### src/rtl/pc_fetch_ctrl.sv
// Fetch-PC controller: BTB-predicted next PC, EX redirect with one-cycle
// recovery, BTB-hit flag pipeline to ID/EX and saturating statistics counters.
module pc_fetch_ctrl #(
   parameter logic [31:0] RESET_PC = 32'h0000_0000,
   parameter int          CNT_W    = 16
) (
   input  logic             i_clk,
   input  logic             i_rst,
   input  logic             i_stall,
   input  logic [31:0]      i_predicted_pc_IF,
   input  logic             i_btb_hit,
   input  logic             i_mispredict,
   input  logic [31:0]      i_redirect_pc,
   output logic [31:0]      o_pc_IF,
   output logic [31:0]      o_pc_plus4_IF,
   output logic             o_btb_hit_ID,
   output logic             o_btb_hit_EX,
   output logic             o_flush,
   output logic             o_recover,
   output logic [CNT_W-1:0] o_mispredict_cnt,
   output logic [CNT_W-1:0] o_hit_cnt
);

   typedef enum logic {RUN, RECOVER} state_e;

   state_e           state_q, state_d;
   logic [31:0]      pc_q, pc_d;
   logic             hit_id_q, hit_id_d;
   logic             hit_ex_q, hit_ex_d;
   logic [CNT_W-1:0] mp_cnt_q, mp_cnt_d;
   logic [CNT_W-1:0] hit_cnt_q, hit_cnt_d;
   logic             acc_mp;

   // The EX slot after a redirect is a squashed bubble, so its mispredict is ignored.
   // Gating with reset keeps o_flush low while reset is held.
   assign acc_mp = i_mispredict && (state_q == RUN) && !i_rst;

   always_comb begin
      state_d   = state_q;
      pc_d      = pc_q;
      hit_id_d  = hit_id_q;
      hit_ex_d  = hit_ex_q;
      mp_cnt_d  = mp_cnt_q;
      hit_cnt_d = hit_cnt_q;
      unique case (state_q)
         RUN:     state_d = acc_mp ? RECOVER : RUN;
         RECOVER: state_d = RUN;
         default: state_d = RUN;
      endcase
      if (acc_mp) begin
         pc_d     = {i_redirect_pc[31:2], 2'b00};
         hit_id_d = 1'b0;
         hit_ex_d = 1'b0;
         if (mp_cnt_q != '1) mp_cnt_d = mp_cnt_q + CNT_W'(1);
      end else if (!i_stall) begin
         pc_d     = {i_predicted_pc_IF[31:2], 2'b00};
         hit_id_d = i_btb_hit;
         hit_ex_d = hit_id_q;
         if (i_btb_hit && (hit_cnt_q != '1)) hit_cnt_d = hit_cnt_q + CNT_W'(1);
      end
   end

   always_ff @(posedge i_clk or posedge i_rst) begin
      if (i_rst) begin
         state_q   <= RUN;
         pc_q      <= RESET_PC;
         hit_id_q  <= 1'b0;
         hit_ex_q  <= 1'b0;
         mp_cnt_q  <= '0;
         hit_cnt_q <= '0;
      end else begin
         state_q   <= state_d;
         pc_q      <= pc_d;
         hit_id_q  <= hit_id_d;
         hit_ex_q  <= hit_ex_d;
         mp_cnt_q  <= mp_cnt_d;
         hit_cnt_q <= hit_cnt_d;
      end
   end

   assign o_pc_IF          = pc_q;
   assign o_pc_plus4_IF    = pc_q + 32'd4;
   assign o_btb_hit_ID     = hit_id_q;
   assign o_btb_hit_EX     = hit_ex_q;
   assign o_flush          = acc_mp;
   assign o_recover        = (state_q == RECOVER);
   assign o_mispredict_cnt = mp_cnt_q;
   assign o_hit_cnt        = hit_cnt_q;

endmodule
### config.mk
export PLATFORM = sky130hd
export DESIGN_NAME = pc_fetch_ctrl
export DESIGN_NICKNAME = d
export VERILOG_FILES = /design/src/rtl/pc_fetch_ctrl.sv
export SDC_FILE = /design/constraint.sdc
export NUM_CORES = 1
export LEC_CHECK = 0
export ABC_AREA = 0
export CAP_MARGIN = 20
export CORE_MARGIN = 1
export CORE_UTILIZATION = 37
export CTS_CLUSTER_DIAMETER = 80
export DETAILED_ROUTE_END_ITERATION = 8
export PLACE_DENSITY = 0.76
export SLEW_MARGIN = 5
export SYNTH_ARGS = -nofsm -noshare
export SYNTH_HDL_FRONTEND = slang
export SYNTH_SLANG_ARGS = --single-unit
### constraint.sdc
create_clock -name i_clk -period 2.1 [get_ports i_clk]
set_clock_uncertainty 0.1 [all_clocks]
set_input_delay 0.42 -clock i_clk [delete_from_list [all_inputs] [get_ports i_clk]]
set_output_delay 0.42 -clock i_clk [all_outputs]
set_load 0.01 [all_outputs]
==> run_results.csv, run 1 <==
group,metric,value,unit
outcome,outcome,"complete, but fails checks",
outcome,violations,"setup timing",
yosys,yosys_warnings,0,
setup_path,path_cells,"and4_4 -> buf_4 -> nand4_2 -> or2_4 -> buf_4 -> xnor2_1 -> buf_2",
grt,grt_start_max_net_pins,66,
route,vias,3487,
sta,setup_tns,-4.44,ns
cells_and_area,final_layout_size_suffix_gt1_frac,0.268,
pwr,power.density,701,nW/um^2
yosys,synth_area,3570,um^2
floorplanning,die-area,10100,um^2
setup_path,cp.arrival,1.96,ns
grt,grt_pass1_vias,3563,
sta,worstMarginPinSlew,0.579,ns
setup_path,crit_path_top_delay_cell,"dfrtp_1",
sta,timing.final.ws_setup,-0.375,ns
yosys,ys_ff_latch,65,
cells_and_area,antenna_cells,0,
pwr,ir_worst_vdd,0.000548,V
cells_and_area,final_nets,663,
floorplanning,die_h,100,um
yosys,ys_types,45,
cells_and_area,final_cells,725,
grt,antenna_found_initial,0,
route,met1_length,4390,um
worst_hold_path,hold_path_class,"register to register",
setup_path,critPathMaxFanout,4,
setup_path,required,1.58,ns
sta,hold_viol_final,0,
yosys,synth_ff_type,"dfrtp_1",
clock_tree,clockBufferDepth,2,
cells_and_area,final_area,6040,um^2
clock_tree,clk_pin_slew,0.08,ns
floorplanning,ios,169,
route,wl_per_cell,14.7,um
grt,overflow,0,
yosys,synth_top_cells_by_count,"65 x dfrtp_1, 59 x nand2_1, 31 x mux2i_1",
sta,fmaxAchievable,0.404,GHz
setup_path,startpoint_type,"register",
route,wl_met3,654,um
cells_and_area,synthToLayoutAreaGrowth,68.9,%
route,dr.pass1.iters,4,
clock_tree,cts_root_buffer,"clkbuf_8",
pwr,power.leakage,2.77,nW
route,wl_met2,5470,um
sta,post-route-min-period,2.48,ns
yosys,synthCells,362,
yosys,synth.area.top_cells,"dfrtp_1 46%, mux2i_1 8.7%, xnor2_1 7.4%, nand2_1 6.2%, xor2_1 6.1%",
sta,slew_viol_final,0,
yosys,async_flop_share,1.00,
setup_path,cp_slowest_stage_delay,0.36,ns
setup_path,crit_top_cell,"buf_4",
clock_tree,cts_tree,"done",
clock_tree,insertion_delay,0.34,ns
route,drc,0,
route,viasPerCell,4.81,
route,drtIter0Drc,61,
yosys,synth.top_cell.area_share,0.455,
sta,period_share,1.18,
place,place_area,5740,um^2
route,ant_nets,0,
yosys,ys_seq_area_frac,0.455,
place,hpwl,7960,um
yosys,synth_edf_count,0,
floorplanning,core,9280,um^2
place,io_buffer_count,160,
sta,rsz0062_at_grt,"yes",
yosys,avgSynthCellArea,9.87,um^2
floorplanning,start_util,0.385,
floorplanning,dieWidth,100,um
clock_tree,cts.sinks,65,
grt,grt_pass1_wl,17100,um
setup_path,worstSetupEndpointType,"output pin",
route,totalWireLength,10600,um
clock_tree,numCtsBuffers,9,
yosys,synth_top_area_cell,"dfrtp_1",
route,routed.top_layer,"met4",
sta,setup_viol_count_final,18,
sta,relSlewSlack,0.614,
run,maxCapViolations,0,
setup_path,path_class,"register to output pin",
place,gp_congestion,0.809,
yosys,yosysMostFrequentCell,"dfrtp_1",
place,placed_cells,698,
clock_tree,ctsHtreeMaxLevel,3,
grt,grt.total_usage,0.217,
floorplanning,fp-row-count,35,
[registers in the layout (all words and copies together), names as in the netlist]
signal	flops
o_hit_cnt	16
o_recover	1
o_pc_IF	30
o_btb_hit_ID	1
o_mispredict_cnt	16
o_btb_hit_EX	1
[routing by layer]
layer | track usage | vias up
met2 | 0.395 | 105
met3 | 0.0634 | 14
met4 | 0.0580 | 0
met1 | 0.248 | 1680
met5 | 0 | -
li1 | - | 1688
[metrics by stage]
step           hold WS [ns]  worst slack [ns]  utilization  total power [mW]
6_report              0.401            -0.375        0.650              4.23
5_1_grt               0.424            -0.528        0.650              4.49
4_1_cts               0.405            -0.361        0.641              4.26
3_5_place_dp          0.389            -0.433        0.618              3.13
3_3_place_gp          0.385            -0.377        0.618              3.10
2_1_floorplan         0.422           -0.0387            -              2.19
[cell type report]
type | count | area, um^2
Tap cell | 129 | 161
Timing Repair Buffer | 230 | 2020
Inverter | 9 | 42.5
Clock buffer | 10 | 128
Multi-Input combinational cell | 276 | 1970
Clock inverter | 6 | 92.6
Sequential cell | 65 | 1630
Fill cell | 791 | 3250
[cells by family after synthesis]
group	count (synthesis)	share of synthesized area
compound gates	35	0.0515
xor+xnor	55	0.135
fa+ha+maj	3	0.0105
buf+inv	24	0.0336
flops	65	0.455
mux	33	0.0931
other cells	1	0.00105
simple gates	146	0.220
[layout by cell type, fill, tap and decap left out, drive strengths merged, types with 4 or more instances in the layout]
cell type / instances
and3: 6
nand4: 12
xnor2: 30
o21ai: 31
nor4: 4
nand3: 17
xor2: 25
nor2: 16
nand2: 59
clkbuf: 13
conb: 4
clkdlybuf4s50: 128
dfrtp: 65
inv: 7
nor3: 12
mux2i: 31
buf: 96
and4: 8
[worst max-delay path, delay by kind of cell, from the launching register on]
| family | cells | cell delay, ns |
|---|---|---|
| flops | 1 | 0.36 |
| xor+xnor | 1 | 0.13 |
| buf+inv | 3 | 0.43 |
| simple gates | 3 | 0.71 |
[where the power goes]
| part | leakage (nW) | switching, mW | total, mW | internal, mW |
|---|---|---|---|---|
| clock | 0.103 | 0.496 | 1.17 | 0.673 |
| combinational | 1.85 | 0.612 | 1.43 | 0.819 |
| sequential | 0.814 | 0.197 | 1.63 | 1.44 |
| total | 2.77 | 1.30 | 4.23 | 2.93 |
[path summary, 6_finish.rpt]
path / startpoint / endpoint / slack, ns / depth (start not counted)
max: o_pc_IF[10] / o_pc_plus4_IF[18] / -0.38 / 7
min: o_mispredict_cnt[15] / o_mispredict_cnt[15] / 0.40 / 1
max reg2reg: o_hit_cnt[0] / o_hit_cnt[12] / 0.16 / 6
min reg2reg: o_mispredict_cnt[15] / o_mispredict_cnt[15] / 0.40 / 1
max in group asynchronous: i_rst / o_pc_IF[26] / 1.08 / 4
min in group asynchronous: i_rst / o_mispredict_cnt[6] / 0.54 / 4
[what timing repair did]
action | in CTS | in global routing
setup buffers | 7 | 5
hold buffers | 0 | 0
setup endpoints to repair | 36 | 30
pin swaps | 17 | 15
resized for setup | 127 | 21
Power figures use the tool's default switching activity.
==> run 2: changes to the inputs <==
ABC_AREA = 1   (was 0)
ABC_CLOCK_PERIOD_IN_PS = 2100   (was default)
CORE_MARGIN = default   (was 1)
CORE_UTILIZATION = 41   (was 37)
PLACE_DENSITY = 0.79   (was 0.76)
==> run_results.csv, run 2 <==
group,metric,value,unit
clock_tree,cts_root_buffer,"clkbuf_8",
yosys,async_flop_share,1.00,
yosys,synth_edf_count,0,
cells_and_area,multi_input_area,2610,um^2
grt,grt_pass1_vias,5086,
cells_and_area,synthToLayoutAreaGrowth,62.5,%
setup_path,crit_top_cell,"buf_6",
worst_hold_path,hold_path_class,"register to register",
grt,grt.total_usage,0.276,
setup_path,path_cells,"buf_6 -> nand4_1 -> nor2_4 -> buf_6 -> nand2_2 -> xor2_1 -> buf_2",
sta,rsz0062_at_grt,"yes",
floorplanning,dieWidth,106,um
clock_tree,numCtsBuffers,9,
setup_path,critPathBufInv,3,
floorplanning,core,10400,um^2
clock_tree,insertion_delay,0.33,ns
floorplanning,die-area,11200,um^2
grt,grt_start_max_net_pins,66,
grt,antenna_found_initial,0,
setup_path,worstSetupEndpointType,"output pin",
sta,setup_tns,-5.46,ns
yosys,yosys_warnings,0,
sta,timing.final.ws_setup,-0.291,ns
pwr,power.leakage,3.40,nW
run,maxCapViolations,0,
yosys,avgSynthCellArea,6.89,um^2
cells_and_area,final_cells,1032,
cells_and_area,regArea,1630,um^2
setup_path,path_class,"register to output pin",
setup_path,critPathMaxFanout,4,
route,wl_per_cell,15.6,um
outcome,outcome,"complete, but fails checks",
cells_and_area,final_area,7170,um^2
cells_and_area,final_util,0.692,
cells_and_area,final_layout_size_suffix_gt1_frac,0.242,
yosys,ys_types,35,
cells_and_area,final_common_cell,"nand2_1",
cells_and_area,final_nets,964,
route,drtIter0Drc,330,
sta,relSlewSlack,0.448,
route,totalWireLength,16100,um
sta,setup_viol_count_final,27,
place,gp_congestion,0.944,
yosys,synth.area.top_cells,"dfrtp_1 37%, nand2_1 20%, nand3_1 7.6%, inv_1 5.7%, nor2_1 5.0%",
setup_path,crit_path_top_delay_cell,"dfrtp_1",
grt,overflow,0,
floorplanning,start_util,0.426,
route,ant_nets,0,
sta,worstMarginPinSlew,0.827,ns
clock_tree,clk_pin_slew,0.07,ns
place,dp_slack,-0.305,ns
setup_path,startpoint_type,"register",
pwr,power.density,616,nW/um^2
clock_tree,clockBufferDepth,2,
setup_path,cp_slowest_stage_delay,0.44,ns
grt,grt_pass1_wl,24300,um
floorplanning,die_h,106,um
route,dr.pass1.iters,5,
route,drc,0,
sta,period_share,1.14,
yosys,synth_ff_type,"dfrtp_1",
sta,slew_viol_final,0,
place,placed_cells,986,
yosys,synth_top_cells_by_count,"239 x nand2_1, 67 x inv_1, 67 x nand3_1",
place,io_buffer_count,160,
clock_tree,cts.sinks,65,
place,hpwl,11300,um
yosys,synth_top_area_cell,"dfrtp_1",
cells_and_area,antenna_cells,0,
clock_tree,cts_tree,"done",
route,viasPerCell,5.14,
setup_path,critical-path-top-delay-family,"simple AND/OR/NAND/NOR gates",
yosys,ys_seq_area_frac,0.368,
sta,post-route-min-period,2.39,ns
yosys,synthCells,641,
cells_and_area,final_cell_mix,"230 x nand2_1, 125 x clkdlybuf4s50_1, 83 x buf_4",
setup_path,r2r_slack,0.28,ns
setup_path,required,1.58,ns
floorplanning,fp-row-count,37,
yosys,yosysMostFrequentCell,"nand2_1",
route,vias,5306,
place,place_area,6570,um^2
yosys,synth.top_cell.area_share,0.368,
pwr,ir_worst_vdd,0.000550,V
yosys,synth_area,4410,um^2
setup_path,cp.arrival,1.87,ns
cells_and_area,fillers,845,
yosys,ys_ff_latch,65,
sta,hold_viol_final,0,
cells_and_area,largest_register_ffs,30,
outcome,violations,"setup timing",
sta,fmaxAchievable,0.418,GHz
floorplanning,ios,169,
clock_tree,ctsHtreeMaxLevel,3,
clock_tree,hold_buffers,0,
[run 2: cell count changes after synthesis, moves of 6 or more]
| cell | delta |
|---|---|
| xor2_1 | -9 |
| o211ai_1 | +21 |
| and3_1 | -6 |
| nand2_1 | +180 |
| and4_1 | -7 |
| nand2_2 | +9 |
| nand3_1 | +52 |
| mux2i_1 | -31 |
| xnor2_1 | -20 |
| inv_1 | +59 |
| o21ai_0 | -18 |
| nor2_1 | +43 |
[run 2: kinds of logic after synthesis]
group / Yosys count / share of synthesized area
buffers and inverters: 91 / 0.0881
AO/OA/AOI/OAI: 41 / 0.0624
other: 1 / 0.000850
AND/OR/NAND/NOR: 414 / 0.420
XOR/XNOR: 26 / 0.0516
adder cells (fa/ha/maj): 3 / 0.00850
flip-flops: 65 / 0.368
[run 2: worst register-to-register path, delay by kind of cell, from the launching register on]
kind	cells	cell delay [ns]
adder cells (fa/ha/maj)	1	0.29
AND/OR/NAND/NOR	5	0.51
flip-flops	1	0.49
AO/OA/AOI/OAI	1	0.05
buffers and inverters	2	0.29
[run 2: timing repair]
item	CTS	global route
setup buffers	21	11
cloned	0	0
gates resized for setup	159	29
endpoints found under the setup margin	30	28
pin swaps	27	14
[run 2: path summary, 6_finish.rpt]
kind	startpoint	end	depth (start not counted)
max in group asynchronous	i_rst	o_pc_IF[15]	3
setup reg to reg	o_mispredict_cnt[0]	o_mispredict_cnt[7]	9
min in group asynchronous	i_rst	o_mispredict_cnt[1]	3
hold reg to reg	o_btb_hit_EX	o_btb_hit_EX	2
hold / removal	o_btb_hit_EX	o_btb_hit_EX	2
setup / recovery	o_pc_IF[11]	o_pc_plus4_IF[17]	7
[run 2: layout make-up]
| type | count | share of cell area |
|---|---|---|
| Multi-Input combinational cell | 488 | 0.363 |
| Timing Repair Buffer | 256 | 0.314 |
| Sequential cell | 65 | 0.228 |
| Inverter | 72 | 0.0392 |
| Tap cell | 136 | 0.0237 |
| Clock buffer | 13 | 0.0235 |
| Clock inverter | 2 | 0.00837 |
[run 2: where the power goes]
part	switching (mW)	leakage [nW]	internal (mW)
logic	0.723	2.46	0.822
clock network	0.484	0.116	0.761
registers	0.225	0.829	1.41
total	1.43	3.40	2.99
[run 2: per-layer routing]
layer  GRT usage  wire length (um)
met3      0.0649              1260
met5           0                 0
met2       0.496              8120
met1       0.312              6300
met4       0.112               400
[run 2: metrics by stage]
stage,total power [mW],hold slack (ns)
floorplan,2.20,0.310
global placement,3.08,0.379
detailed placement,3.12,0.421
CTS,4.37,0.428
global route,4.64,0.450
finish,4.42,0.428
